## src/rtl/reg_resp_pkg.sv

```systemverilog
// Shared types and helpers for the register-bus responder.
// Default request/response structs are sized for AW = DW = 32.
package reg_resp_pkg;

    typedef enum logic {
        IDLE = 1'b0,
        WAIT = 1'b1
    } reg_resp_state_e;

    localparam int unsigned LockBit = 0;
    localparam int unsigned DefAW   = 32;
    localparam int unsigned DefDW   = 32;

    typedef struct packed {
        logic [DefAW-1:0]   addr;
        logic               write;
        logic [DefDW-1:0]   wdata;
        logic [DefDW/8-1:0] wstrb;
        logic               valid;
    } reg_resp_req_t;

    typedef struct packed {
        logic [DefDW-1:0] rdata;
        logic             error;
        logic             ready;
    } reg_resp_rsp_t;

    // Misaligned or out-of-range; the address is checked untruncated (AW <= 64).
    function automatic logic reg_resp_err(input logic [63:0] addr,
                                          input int unsigned no_regs,
                                          input int unsigned dw);
        int unsigned off_w;
        logic [63:0] mask;
        logic [63:0] idx;
        off_w = $clog2(dw / 8);
        mask  = (64'd1 << off_w) - 64'd1;
        idx   = addr >> off_w;
        return ((addr & mask) != 64'd0) || (idx >= 64'(no_regs));
    endfunction

endpackage

```

## src/rtl/reg_resp_wait_cnt.sv

```systemverilog
// Wait-cycle counter: cleared on entry to WAIT, advances while enabled,
// and flags done when it reaches RspLatency-1. Only built for RspLatency > 0.
module reg_resp_wait_cnt
    import reg_resp_pkg::*;
#(
    parameter int unsigned RspLatency = 1
) (
    input  logic clk_i,
    input  logic rst_ni,
    input  logic clr_i,
    input  logic en_i,
    output logic done_o
);

    localparam int unsigned CntW = (RspLatency < 1) ? 1 : $clog2(RspLatency + 1);

    logic [CntW-1:0] cnt_q, cnt_d;

    always_comb begin
        cnt_d = cnt_q;
        if (clr_i) begin
            cnt_d = '0;
        end else if (en_i) begin
            cnt_d = cnt_q + CntW'(1);
        end
    end

    always_ff @(posedge clk_i or negedge rst_ni) begin
        if (!rst_ni) begin
            cnt_q <= '0;
        end else begin
            cnt_q <= cnt_d;
        end
    end

    assign done_o = (cnt_q == CntW'(RspLatency - 1));

endmodule

```

## src/rtl/reg_resp_regfile.sv

```systemverilog
// Register-bus responder with NoRegs RW registers and programmable response latency.
// Optional write lock on the last register when REG_RESP_LOCK_EN is defined.
module reg_resp_regfile
    import reg_resp_pkg::*;
#(
    parameter int unsigned NoRegs     = 8,
    parameter int unsigned AW         = 32,
    parameter int unsigned DW         = 32,
    parameter int unsigned RspLatency = 1,
    parameter type         req_t      = reg_resp_req_t,
    parameter type         rsp_t      = reg_resp_rsp_t
) (
    input  logic                     clk_i,
    input  logic                     rst_ni,
    input  req_t                     req_i,
    output rsp_t                     rsp_o,
    output logic [NoRegs-1:0][DW-1:0] reg_o,
    output logic [NoRegs-1:0]         reg_we_o,
    output logic                     dbg_state_o
);

    // Handshake: a request is presented with valid and held stable until the
    // cycle ready is high; that cycle's rising edge commits the access.
    localparam int unsigned OffW = $clog2(DW / 8);
    localparam int unsigned NB   = DW / 8;

    reg_resp_state_e           state_q, state_d;
    logic                      cnt_clr, cnt_en, wait_done;
    logic                      ready, acc_err, locked, commit_we;
    logic [AW-1:0]             idx;
    logic [NoRegs-1:0][DW-1:0] reg_q, reg_d;
    logic [NoRegs-1:0]         we_q, we_d;

    assign idx     = AW'(req_i.addr >> OffW);
    assign acc_err = reg_resp_err(64'(req_i.addr), NoRegs, DW) || (locked && req_i.write);

    if (RspLatency > 0) begin : g_wait
        reg_resp_wait_cnt #(.RspLatency(RspLatency)) u_wait_cnt (
            .clk_i  (clk_i),
            .rst_ni (rst_ni),
            .clr_i  (cnt_clr),
            .en_i   (cnt_en),
            .done_o (wait_done)
        );
    end else begin : g_no_wait
        logic unused_cnt_ctrl;
        assign unused_cnt_ctrl = cnt_clr ^ cnt_en;
        assign wait_done       = 1'b1;
    end

    always_ff @(posedge clk_i or negedge rst_ni) begin
        if (!rst_ni) begin
            state_q <= IDLE;
        end else begin
            state_q <= state_d;
        end
    end

    always_comb begin
        state_d = state_q;
        cnt_clr = 1'b0;
        cnt_en  = 1'b0;
        unique case (state_q)
            IDLE: begin
                if (req_i.valid && (RspLatency > 0)) begin
                    state_d = WAIT;
                    cnt_clr = 1'b1;
                end
            end
            WAIT: begin
                // A dropped valid abandons the access silently.
                if (!req_i.valid || wait_done) begin
                    state_d = IDLE;
                end else begin
                    cnt_en = 1'b1;
                end
            end
            default: state_d = IDLE;
        endcase
    end

    always_comb begin
        ready = 1'b0;
        if (RspLatency == 0) begin
            ready = (state_q == IDLE) && req_i.valid;
        end else begin
            ready = (state_q == WAIT) && req_i.valid && wait_done;
        end
    end

    assign commit_we = ready && req_i.write && !acc_err;

    always_comb begin
        rsp_o = '0;
        if (ready) begin
            rsp_o.ready = 1'b1;
            rsp_o.error = acc_err;
            if (!acc_err && !req_i.write) begin
                for (int i = 0; i < NoRegs; i++) begin
                    if (idx == AW'(i)) rsp_o.rdata = reg_q[i];
                end
            end
        end
    end

    always_comb begin
        reg_d = reg_q;
        we_d  = '0;
        for (int i = 0; i < NoRegs; i++) begin
            if (commit_we && (idx == AW'(i))) begin
                we_d[i] = 1'b1;
                for (int b = 0; b < NB; b++) begin
                    if (req_i.wstrb[b]) reg_d[i][b*8 +: 8] = req_i.wdata[b*8 +: 8];
                end
            end
        end
    end

    always_ff @(posedge clk_i or negedge rst_ni) begin
        if (!rst_ni) begin
            reg_q <= '0;
            we_q  <= '0;
        end else begin
            reg_q <= reg_d;
            we_q  <= we_d;
        end
    end

`ifdef REG_RESP_LOCK_EN
    // Sticky lock; it gates writes only from the access after the locking one.
    logic lock_q;

    always_ff @(posedge clk_i or negedge rst_ni) begin
        if (!rst_ni) begin
            lock_q <= 1'b0;
        end else if (commit_we && (idx == AW'(NoRegs - 1)) &&
                     req_i.wstrb[LockBit/8] && req_i.wdata[LockBit]) begin
            lock_q <= 1'b1;
        end
    end

    assign locked = lock_q;
`else
    assign locked = 1'b0;
`endif

    assign reg_o       = reg_q;
    assign reg_we_o    = we_q;
    assign dbg_state_o = state_q;

endmodule

```

## config.mk

```make
export PLATFORM = sky130hd
export DESIGN_NAME = reg_resp_regfile
export DESIGN_NICKNAME = d
export VERILOG_FILES = /design/src/rtl/reg_resp_pkg.sv /design/src/rtl/reg_resp_wait_cnt.sv /design/src/rtl/reg_resp_regfile.sv
export SDC_FILE = /design/constraint.sdc
export NUM_CORES = 1
export LEC_CHECK = 0
export ABC_AREA = 1
export BUFFER_PORTS_ARGS = -buffer_cell sky130_fd_sc_hd__buf_2
export CELL_PAD_IN_SITES_DETAIL_PLACEMENT = 1
export CELL_PAD_IN_SITES_GLOBAL_PLACEMENT = 1
export CORE_AREA = 2 2 185 187
export CTS_CLUSTER_SIZE = 30
export DETAILED_ROUTE_END_ITERATION = 8
export DIE_AREA = 0 0 187 189
export PLACE_DENSITY = 0.87
export REMOVE_ABC_BUFFERS = 1
export SYNTH_ARGS = -nofsm -noshare
export SYNTH_HDL_FRONTEND = slang
export SYNTH_SLANG_ARGS = --single-unit
```

## constraint.sdc

```tcl
create_clock -name clk_i -period 3.3 [get_ports clk_i]
set_input_delay 0.66 -clock clk_i [delete_from_list [all_inputs] [get_ports clk_i]]
set_output_delay 0.66 -clock clk_i [all_outputs]
set_load 0.005 [all_outputs]
```

### Word-level counts from Yosys, hierarchy flattened

Cells that the tools add are included.

* flip-flop bits (word level): 266
* input bits: 72

* reduce and logical (&&, ||, !) cells: 53
* equality and inequality tests: 7
* $add $sub $neg: 1
* muxes and demuxes: 25
* bitwise gates (word level): 2
* order comparisons: 1

Operators with widths (number)
* 32-bit two-way mux: 9
* 30-bit by 3-bit equality test with 1-bit output, second input constant: 4
* 2-bit AND reduction: 32
* 64-bit nonzero test: 1
* 30-bit by 2-bit equality test with 1-bit output, second input constant: 2
* 34-bit two-way mux: 1
* 32-bit logical NOT: 1
* 30-bit by 1-bit equality test with 1-bit output, second input constant: 1
* 30-bit by 4-bit greater-or-equal comparator with 1-bit output, second input constant: 1
* 1-bit two-way mux: 14
* 1-bit logical AND: 13
* 1-bit logical NOT: 3
* 1-bit logical OR: 2
* 1-bit NOT: 2
* 1-bit case mux with 2 select lines: 1
* 2-bit nonzero test: 1
* 1-bit adder, second input constant: 1

### Logic depth before layout (Yosys ltp)

Gate-level depths: netlist (run 1).

* word-level depth: 11
* gate-level depth with buffers: 15

### Modules after synthesis

From an unflattened synthesis (run 1), not the netlist that was laid out.

* cell total of the unflattened synthesis: 1488
* area total of the unflattened synthesis: 12439.4 um2

Modules (own cells, without submodules)
* reg_resp_regfile: area an instance 12389.4 um2, cells each 1481, sequential area each 6631.4 um2, times used 1
* reg_resp_wait_cnt: area an instance 50.0 um2, cells each 7, sequential area each 25.0 um2, times used 1

### Worst setup path before layout (run 1)

OpenSTA, ideal clock, no wires.

* kind: in2out
* from: input req_i[69] (netlist name)
* to: output rsp_o[6] (netlist name)
* buffers on the path: 1
* data required time: 2.640 ns
* slack: 0.453 ns
* cell stages on the path: 9
* arrival time: 2.187 ns
* cells stage by stage: or2_1 nor2_1 nand2_1 nor3_4 nand2_1 clkbuf_1 or2_2 nand3_1 a21oi_1

RTL lines
* from (decl): line reg_resp_regfile.sv:15 `input req_t req_i,`
* to (decl): line reg_resp_regfile.sv:16 `output rsp_t rsp_o,`

==> results of run 1 <==
==> metal layers <==
layer,global-route usage,vias up,part of all wire
met4,0.1416,0,0.049
li1,-,5759,-
met5,0,-,0
met1,0.3868,6575,0.41
met3,0.04930,170,0.069
met2,0.5041,612,0.47
==> placed cells by master (no fill, tap or decap), types with 2 or more instances in the layout <==
cell	n
o21bai_1	5
nand3_1	109
clkbuf_8	13
nand4_1	15
nor2_4	15
a21oi_2	7
or2_2	27
nor3_1	2
nand2_2	4
nand3_4	2
inv_1	100
nand2_1	420
o211ai_1	15
clkinv_2	4
o21ai_1	13
a21oi_1	49
nand2_4	5
dfrtp_1	266
diode_2	2
clkbuf_1	6
buf_6	6
nor2_1	35
clkbuf_16	32
nor2_2	7
buf_4	64
o21ai_0	289
nand3_2	4
buf_2	369
buf_12	21
inv_2	5
o21a_1	13
==> where the power goes <==
group / switching, mW / internal, mW / total, mW
Clock: 1.37 / 1.99 / 3.36
Combinational: 0.185 / 0.0552 / 0.240
Sequential: 0.000683 / 3.26 / 3.26
Total: 1.56 / 5.31 / 6.87
==> through the flow <==
step                      setup WS, ns  utilization
final                          0.09732       0.4972
after global routing          -0.03354       0.4972
after CTS                      0.01424       0.4945
after detailed placement      -0.09726       0.4578
after global placement        -0.04222       0.4578
after floorplan                -0.7074            -
==> cell usage after synthesis (3+ instances only) <==
cell type	n	area, um^2
nand2_1	424	1592
o21ai_0	297	1486
dfrtp_1	266	6656
nand3_1	113	565.5
inv_1	103	386.6
a21oi_1	56	280.3
nor2_1	46	172.7
clkbuf_1	35	131.4
or2_2	27	168.9
buf_6	24	270.3
buf_2	21	105.1
nand4_1	15	93.84
o211ai_1	15	112.6
o21a_1	13	97.59
nor2_4	8	90.09
o21ai_1	5	25.02
o21bai_1	5	37.54
nand2_4	4	45.04
buf_1	3	11.26
inv_2	3	11.26
nor2_2	3	18.77
nor3_1	3	15.01
==> repair_timing <==
item / CTS / global route
setup endpoints to repair: 32 / 32
gates cloned: 2 / 1
pin swaps: 3 / 9
buffers inserted: 9 / 3
resized for setup: 20 / 24
==> area by class of cell <==
type | count | share of cell area
Inverter | 106 | 0.02420
Sequential cell | 266 | 0.4023
Timing Repair Buffer | 463 | 0.1745
Clock inverter | 4 | 0.001210
Antenna cell | 2 | 0.0003025
Clock buffer | 50 | 0.05905
Multi-Input combinational cell | 1043 | 0.3046
Tap cell | 448 | 0.03388
==> flip-flops by register name, summed over array words and instances (netlist names) <==
| name | flops |
|---|---|
| dbg_state_o | 1 |
| reg_o | 256 |
| reg_we_o | 8 |
| g_wait.u_wait_cnt.cnt_q | 1 |
==> cells by family (layout without fill, tap and decap cells) <==
| family | after synthesis | in the layout | share of synthesized area |
|---|---|---|---|
| buffers and inverters | 190 | 623 | 0.07400 |
| other | 0 | 2 | 0 |
| AO/OA/AOI/OAI | 392 | 392 | 0.1640 |
| AND/OR/NAND/NOR | 651 | 651 | 0.2285 |
| flip-flops | 266 | 266 | 0.5334 |
==> how the worst min path moves through the flow <==
stage,from,end,slack (ns),cells past startpoint
after floorplan,rst_ni,dbg_state_o$_DFF_PN0_,0.36,0
after global placement,g_wait.u_wait_cnt.cnt_q$_DFFE_PN0P_,g_wait.u_wait_cnt.cnt_q$_DFFE_PN0P_,0.47,2
after detailed placement,dbg_state_o$_DFF_PN0_,dbg_state_o$_DFF_PN0_,0.49,1
after CTS,rst_ni,reg_o[91]$_DFFE_PN0P_,0.10,1
after global routing,rst_ni,reg_o[189]$_DFFE_PN0P_,0.12,1
final,rst_ni,reg_o[189]$_DFFE_PN0P_,0.08,1
==> worst max-delay path: stages <==
cell and delay, ns:
buf_2 0.11, nor2_4 0.13, nand2_1 0.10, nor2_4 0.12, buf_6 0.11, nand3_4 0.10
nor2_4 0.13, buf_12 0.14, nand2_2 0.07, buf_12 0.16, nor2_1 0.09, nor2_1 0.05
nand2_1 0.05, nand2_1 0.06, nand2_1 0.09, nand2_1 0.08, a21oi_2 0.15, buf_2 0.13
==> results.toml, run 1 <==
[run_status]
outcome = "finished clean"

[drt]
via_per_inst = 5.506
drtIter0Drc = 866
post_drt_wl_per_cell_um = 22.99
dr.pass1.iters = 5
vias = 13116
wl_mm = 54.76
drc = 0
ant_nets = 0

[floorplan]
rows = 67
ios = 371
die_y_um = 189
die_w_um = 187
start_util = 0.3749
die_area_um2 = 35340
fp.coreArea_um2 = 33280

[setup_path]
cp-endpoint = "rsp_o[33]"
arrival_ns = 2.54
critical_path_class = "in -> out"
reg2reg_to = "reg_o[95]$_DFFE_PN0P_"
cp.required_ns = 2.64
r2r-start = "g_wait.u_wait_cnt.cnt_q$_DFFE_PN0P_"
cp-end-kind = "output port"
r2r_cells = 7
start_kind = "input port"
ff2ff_setup_slack_ns = 1.10
crit_fanout = 9
startpoint = "req_i[67]"

[clock_tree]
root_buffer = "clkbuf_16"
clk_latency_ns = 0.56
htreeDepth = 1
path_clk_slew_ns = 0.06
cts_sinks = 266
cts_tree = "done"
cts_buffer_depth = 3
cts_hold_buf = 0
cts_inserted_buffers = 30

[finish]
multi_input_area_um2 = 5040
layout-drive-gt1-share = 0.3069
area_growth_pct = 32.61
num-fill-cells = 4068
stdcell_count = 2382
seq_area_um2 = 6656
nets = 1982
fin_area_um2 = 16550

[power]
ir_drop_v = 0.0003848
p_total_mw = 6.866
p_leak_nw = 8.560
p_per_area_nw_per_um2 = 415.0

[global_route]
grt_usage = 0.3025
grt_pass1_wl_mm = 82.54
grt_pass1_vias = 13891
grt_max_degree = 78
antenna_found_initial = 2
grt-ovfl-total = 0

[synth]
yosysWarnings = 0
netlist-cell-type-count = 32
yosysSeqAreaShare = 0.5334
ys_ff_latch = 266
syn_area_um2 = 12480
synth-edff-count = 0
synth_area_per_cell_um2 = 8.324
synthFlopType = "dfrtp_1"
synthCells = 1499
async_flop_share = 1.000

[sta]
whs_ns = 0.08319
tns_ns = 0
setup_viol = 0
hold_viol = 0
min_period_ns = 3.203
drv_slew = 0
finalClockSkew_ns = 0.007501
max_freq_mhz = 312.2
tightest_slew_ns = 0.6166
maxSlewHeadroom = 0.5890
finalCritPeriodShare = 0.9705

[placement]
place_inst = 2312
gp_congestion = 0.8501
dp_hpwl_mm = 36.97
place_area_um2 = 15240
io_buffer_count = 370

[job]
cap_violations = 0

[worst_hold_path]
min_path_type = "in -> async"
Power figures use the tool's default switching activity.
==> run 2: changes to the inputs <==
--- a/config.mk
+++ b/config.mk
@@ -5,14 +5,13 @@
 export SDC_FILE = /design/constraint.sdc
 export NUM_CORES = 1
 export LEC_CHECK = 0
-export ABC_AREA = 1
 export BUFFER_PORTS_ARGS = -buffer_cell sky130_fd_sc_hd__buf_2
 export CELL_PAD_IN_SITES_DETAIL_PLACEMENT = 1
 export CELL_PAD_IN_SITES_GLOBAL_PLACEMENT = 1
-export CORE_AREA = 2 2 185 187
+export CORE_AREA = 2 2 178 180
 export CTS_CLUSTER_SIZE = 30
 export DETAILED_ROUTE_END_ITERATION = 8
-export DIE_AREA = 0 0 187 189
+export DIE_AREA = 0 0 180 182
 export PLACE_DENSITY = 0.87
 export REMOVE_ABC_BUFFERS = 1
 export SYNTH_ARGS = -nofsm -noshare
==> run 2 against run 1 <==
The flow now finishes with violations (negative setup slack). Fmax fell by 5.1%. Clock power rose by 3%. Clock-buffer cell count fell by 3. Synthesized area rose by 2.5%. Routed wire length fell by 15%. Worst setup slack got worse by 0.17 ns. Utilization rose by 5.0 points. Non-clock buffer count fell by 7. Largest cell class unchanged.
==> results.toml, run 2 <==
[floorplan]
die_w_um = 180
rows = 65
start_util = 0.4127
ios = 371
die_y_um = 182
fp.coreArea_um2 = 30990
die_area_um2 = 32760

[setup_path]
slowest_stage = "or4_4"
r2r_cells = 5
worstPathCellList = "buf_2, nor4_2, nand4_1, buf_4, or4_4, buf_8, buf_8, a311oi_2, buf_2"
r2r-start = "g_wait.u_wait_cnt.cnt_q$_DFFE_PN0P_"
crit_fanout = 5
cp-end-kind = "output port"
reg2reg_to = "reg_o[86]$_DFFE_PN0P_"
cp.required_ns = 2.64
ff2ff_setup_slack_ns = 1.03
start_kind = "input port"
max_stage_delay_ns = 0.57
arrival_ns = 2.71
critical_path_class = "in -> out"

[global_route]
grt-ovfl-total = 0
antenna_found_initial = 1
grt_pass1_vias = 10916
grt_usage = 0.2768
grt_max_degree = 71
grt_pass1_wl_mm = 69.75

[power]
p_per_area_nw_per_um2 = 420.9
p_total_mw = 7.134
p_leak_nw = 9.391
ir_drop_v = 0.0005526

[sta]
tns_ns = -0.6380
finalClockSkew_ns = 0.01256
maxSlewHeadroom = 0.5527
setup_viol = 16
drv_slew = 0
whs_ns = 0.06382
min_period_ns = 3.375
grt_setup_unrepaired = "true"
tightest_slew_ns = 0.6709
max_freq_mhz = 296.3
worst_slack_ns = -0.07484
hold_viol = 0
finalCritPeriodShare = 1.023

[synth]
synthFlopType = "dfrtp_1"
netlist-cell-type-count = 42
synth_common_cells = "mux2_2, dfrtp_1, mux4_2"
synth_area_leader_cell = "dfrtp_1"
synth.top_cell.area_share = 0.5205
synthCells = 877
async_flop_share = 1.000
syn_area_um2 = 12790
yosysMostFrequentCell = "mux2_2"
ys_top_cells_by_area = "dfrtp_1, mux2_2, mux4_2"
synth_area_per_cell_um2 = 14.58
synth-edff-count = 0
yosysSeqAreaShare = 0.5205
ys_ff_latch = 266
yosysWarnings = 0

[drt]
drtIter0Drc = 522
drt-met1-wl_mm = 18.96
post_drt_wl_per_cell_um = 26.61
dr.pass1.iters = 4
wl_mm = 46.31
top_layer_used = "met4"
wl_met2_mm = 23.06
ant_nets = 0
drc = 0
wl_met3_mm = 2.820
via_per_inst = 5.801
vias = 10094

[clock_tree]
root_buffer = "clkbuf_16"
clk_latency_ns = 0.56
htreeDepth = 1
cts_tree = "done"
cts_sinks = 266
path_clk_slew_ns = 0.06
post_cts_buffers = 0
cts_hold_buf = 0
cts_buffer_depth = 3
cts_inserted_buffers = 30

[finish]
num-fill-cells = 3202
fin_area_um2 = 16950
final_common_cell = "buf_2"
largest_register_ffs = 256
nets = 1388
layout-drive-gt1-share = 0.6455
final_cell_mix = "buf_2, mux2_2, dfrtp_1"
area_growth_pct = 32.55

[placement]
place_area_um2 = 15700
gp_congestion = 0.8317
pre_cts_slack_ns = -0.2702
io_buffer_count = 370
dp_hpwl_mm = 32.50

[job]
cap_violations = 0

[run_status]
violations = "negative setup slack"
outcome = "complete, but fails checks"

[worst_hold_path]
min_path_type = "in -> async"
==> run 2: cell count changes after synthesis, moves of 16 or more <==
cell,delta
mux4_2,+39
mux2i_1,+16
inv_1,-101
mux2_2,+268
nor3_4,+25
o21ai_0,-296
or2_2,-26
nand3_1,-112
nand2_1,-391
nor2_1,-23
buf_6,-22
a21oi_1,-44
o22ai_1,+31
==> run 2: what timing repair did <==
action | 4_1_cts | 5_1_grt
cloned | 1 | 0
pin swaps | 5 | 4
setup endpoints to repair | 33 | 23
resized for setup | 25 | 17
endpoints found under the hold margin | 0 | 0
==> run 2: logic make-up (layout without fill, tap and decap cells) <==
kind of cell / after synthesis / after routing / share of synthesized area
flops: 266 / 266 / 0.5205
compound gates: 102 / 102 / 0.05988
other cells: 0 / 1 / 0
mux: 323 / 323 / 0.3172
buf+inv: 51 / 511 / 0.01751
simple gates: 135 / 135 / 0.08492
==> run 2: routing by layer <==
layer | vias to the layer above | track usage
met2 | 430 | 0.4602
li1 | 4259 | -
met3 | 90 | 0.04713
met4 | 0 | 0.1041
met5 | - | 0
met1 | 5315 | 0.3646
==> run 2: final cells by class <==
class                           instances  area, um^2  share of cell area
Tap cell                              402       503.0             0.02967
Clock buffer                           47       915.9             0.05403
Timing Repair Buffer                  456        2670              0.1575
Multi-Input combinational cell        560        6091              0.3593
Antenna cell                            1       2.502           0.0001476
Clock inverter                          6       105.1            0.006200
Inverter                                2       7.507           0.0004429
Sequential cell                       266        6656              0.3927
==> run 2: worst max path at each step <==
stage,startpoint,endpoint,cells past startpoint
2_1_floorplan,req_i[68],rsp_o[12],4
3_3_place_gp,req_i[64],rsp_o[32],8
3_5_place_dp,req_i[64],rsp_o[6],9
4_1_cts,req_i[58],rsp_o[24],9
5_1_grt,req_i[69],rsp_o[20],9
6_report,req_i[43],rsp_o[20],9
==> run 2: where the power goes <==
group | total (mW) | switching, mW | internal, mW | leakage [nW]
Combinational | 0.421 | 0.285 | 0.136 | 5.17
Clock | 3.45 | 1.33 | 2.12 | 0.503
Sequential | 3.26 | 0.00113 | 3.26 | 3.72
Total | 7.13 | 1.62 | 5.52 | 9.39
==> run 2: per-stage QoR <==
| stage | instances | util |
|---|---|---|
| floorplan | 828 | - |
| global placement | 1685 | 0.5066 |
| detailed placement | 1685 | 0.5066 |
| CTS | 1739 | 0.5438 |
| global route | 1740 | 0.5471 |
| finish | 1740 | 0.5471 |
==> run 2: worst max-delay path, delay by kind of cell <==
kind	cells	cell delay, ns
and+or+nand+nor	3	1.03
buffers and inverters	5	0.80
AOI/OAI and AO/OA	1	0.22
==> run 3: changes to the inputs <==
--- a/config.mk
+++ b/config.mk
@@ -8,12 +8,14 @@
 export BUFFER_PORTS_ARGS = -buffer_cell sky130_fd_sc_hd__buf_2
 export CELL_PAD_IN_SITES_DETAIL_PLACEMENT = 1
 export CELL_PAD_IN_SITES_GLOBAL_PLACEMENT = 1
-export CORE_AREA = 2 2 178 180
+export CORE_AREA = 2 2 179 181
 export CTS_CLUSTER_SIZE = 30
 export DETAILED_ROUTE_END_ITERATION = 8
-export DIE_AREA = 0 0 180 182
+export DIE_AREA = 0 0 181 183
 export PLACE_DENSITY = 0.87
 export REMOVE_ABC_BUFFERS = 1
+export SLEW_MARGIN = 20
 export SYNTH_ARGS = -nofsm -noshare
 export SYNTH_HDL_FRONTEND = slang
+export SYNTH_HIERARCHICAL = 1
 export SYNTH_SLANG_ARGS = --single-unit
==> run 3 against run 2 <==
Largest power group is now sequential cells. Power is 3.0% lower. Via count is 1.9% lower. The flow now finishes without violations. Largest cell class unchanged. Critical path type is now reg -> out. Non-clock buffer count is 5 lower. First-iteration DRC count is 13% lower. Final cell count is 0.80% higher.
==> results.toml, run 3 <==
[setup_path]
cp-endpoint = "rsp_o[14]"
cp-end-kind = "output port"
reg2reg_to = "reg_o[119]$_DFFE_PN0P_"
start_kind = "flop"
ff2ff_setup_slack_ns = 0.98
arrival_ns = 2.52
r2r_cells = 7
cp.required_ns = 2.64
critical_path_class = "reg -> out"
crit_fanout = 16
startpoint = "g_wait.u_wait_cnt/cnt_q$_DFFE_PN0P_"
r2r-start = "g_wait.u_wait_cnt/cnt_q$_DFFE_PN0P_"

[floorplan]
die_y_um = 183
die_w_um = 181
rows = 65
ios = 371
die_area_um2 = 33120
start_util = 0.4164
fp.coreArea_um2 = 31230

[finish]
stdcell_count = 1754
finish.utilization = 0.5386
largest_register_ffs = 256
seq_area_um2 = 6656
area_growth_pct = 29.35
multi_input_area_um2 = 6085
layout-drive-gt1-share = 0.6185
final_cell_mix = "buf_2, dfrtp_1, mux2_2"
num-fill-cells = 3260
final_common_cell = "buf_2"
nets = 1400
fin_area_um2 = 16820

[sta]
worst_slack_ns = 0.1229
whs_ns = 0.1078
finalCritPeriodShare = 0.9628
tightest_slew_ns = 0.9237
hold_viol = 0
setup_viol = 0
max_freq_mhz = 314.8
grt_setup_unrepaired = "false"
min_period_ns = 3.177
maxSlewHeadroom = 0.3842
drv_slew = 0
finalClockSkew_ns = 0.02018
tns_ns = 0

[global_route]
grt_max_degree = 93
antenna_found_initial = 2
grt_pass1_wl_mm = 68.57
grt_usage = 0.2713
grt_pass1_vias = 10950
grt-ovfl-total = 0

[placement]
place_inst = 1699
dp_hpwl_mm = 32.50
io_buffer_count = 370
place_area_um2 = 15870
pre_cts_slack_ns = -0.08179
gp_congestion = 0.8336

[synth]
synth_common_cells = "dfrtp_1, mux2_2, nor2_1"
synth_area_per_cell_um2 = 14.50
yosysMostFrequentCell = "dfrtp_1"
synth.top_cell.area_share = 0.5119
ys_top_cells_by_area = "dfrtp_1, mux2_2, mux4_2"
yosysWarnings = 6
synthFlopType = "dfrtp_1"
synthCells = 897
synth_area_leader_cell = "dfrtp_1"
ys_ff_latch = 266
yosysSeqAreaShare = 0.5119
synth-edff-count = 0
async_flop_share = 1.000
syn_area_um2 = 13000
netlist-cell-type-count = 41

[clock_tree]
post_cts_buffers = 0
root_buffer = "clkbuf_16"
htreeDepth = 1
cts_sinks = 266
cts_inserted_buffers = 29
clk_latency_ns = 0.55
cts_hold_buf = 0
path_clk_slew_ns = 0.06
cts_tree = "done"
post_cts_resized = 1
cts_buffer_depth = 3

[drt]
dr.pass1.iters = 4
ant_nets = 0
drtIter0Drc = 455
post_drt_wl_per_cell_um = 25.92
vias = 9907
wl_mm = 45.46
drc = 0
via_per_inst = 5.648

[worst_hold_path]
min_path_type = "in -> async"

[power]
p_total_mw = 6.917
p_leak_nw = 9.178
ir_drop_v = 0.0003093
p_per_area_nw_per_um2 = 411.3

[job]
cap_violations = 0

[run_status]
outcome = "finished clean"
run 3: final cells by class:
class / count / share of cell area
Antenna cell: 2 / 0.0002976
Clock buffer: 40 / 0.04679
Clock inverter: 13 / 0.008927
Inverter: 15 / 0.003347
Multi-Input combinational cell: 565 / 0.3617
Sequential cell: 266 / 0.3957
Tap cell: 402 / 0.02990
Timing Repair Buffer: 451 / 0.1532
run 3: where the power goes:
group	switching, mW	total (mW)	internal, mW
Combinational	0.286	0.415	0.128
Sequential	0.00133	3.26	3.26
Clock	1.34	3.24	1.90
run 3: critical path, cell delays in order, from the launching register on:
cell,delay [ns]
dfrtp_1,0.40
inv_1,0.11
nand3_1,0.11
inv_1,0.10
nand3b_1,0.10
or3_4,0.47
buf_12,0.22
a221oi_1,0.25
buf_2,0.19
run 3: kinds of logic (layout without fill, tap and decap cells):
family / count (synthesis) / count (layout) / share of synthesized area
compound gates: 72 / 72 / 0.04109
xor+xnor: 1 / 1 / 0.0006737
buf+inv: 66 / 519 / 0.02146
flops: 266 / 266 / 0.5119
mux: 334 / 334 / 0.3215
other cells: 0 / 2 / 0
simple gates: 158 / 158 / 0.1034
run 3: how the worst min path moves through the flow:
stage,slack [ns],depth (start not counted),endpoint,from
floorplan,0.36,0,dbg_state_o$_DFF_PN0_,rst_ni
global placement,0.50,1,reg_o[62]$_DFFE_PN0P_,reg_o[62]$_DFFE_PN0P_
detailed placement,0.51,1,reg_o[60]$_DFFE_PN0P_,reg_o[60]$_DFFE_PN0P_
CTS,0.16,1,reg_o[98]$_DFFE_PN0P_,rst_ni
global route,0.17,1,reg_o[68]$_DFFE_PN0P_,rst_ni
finish,0.11,1,reg_o[98]$_DFFE_PN0P_,rst_ni
run 3: layer usage:
layer	vias up	global-route usage	share of wire
met5	-	0	0
met4	0	0.1083	0.040
met3	104	0.05659	0.067
met2	385	0.4666	0.50
met1	5168	0.3362	0.40
li1	4250	-	-
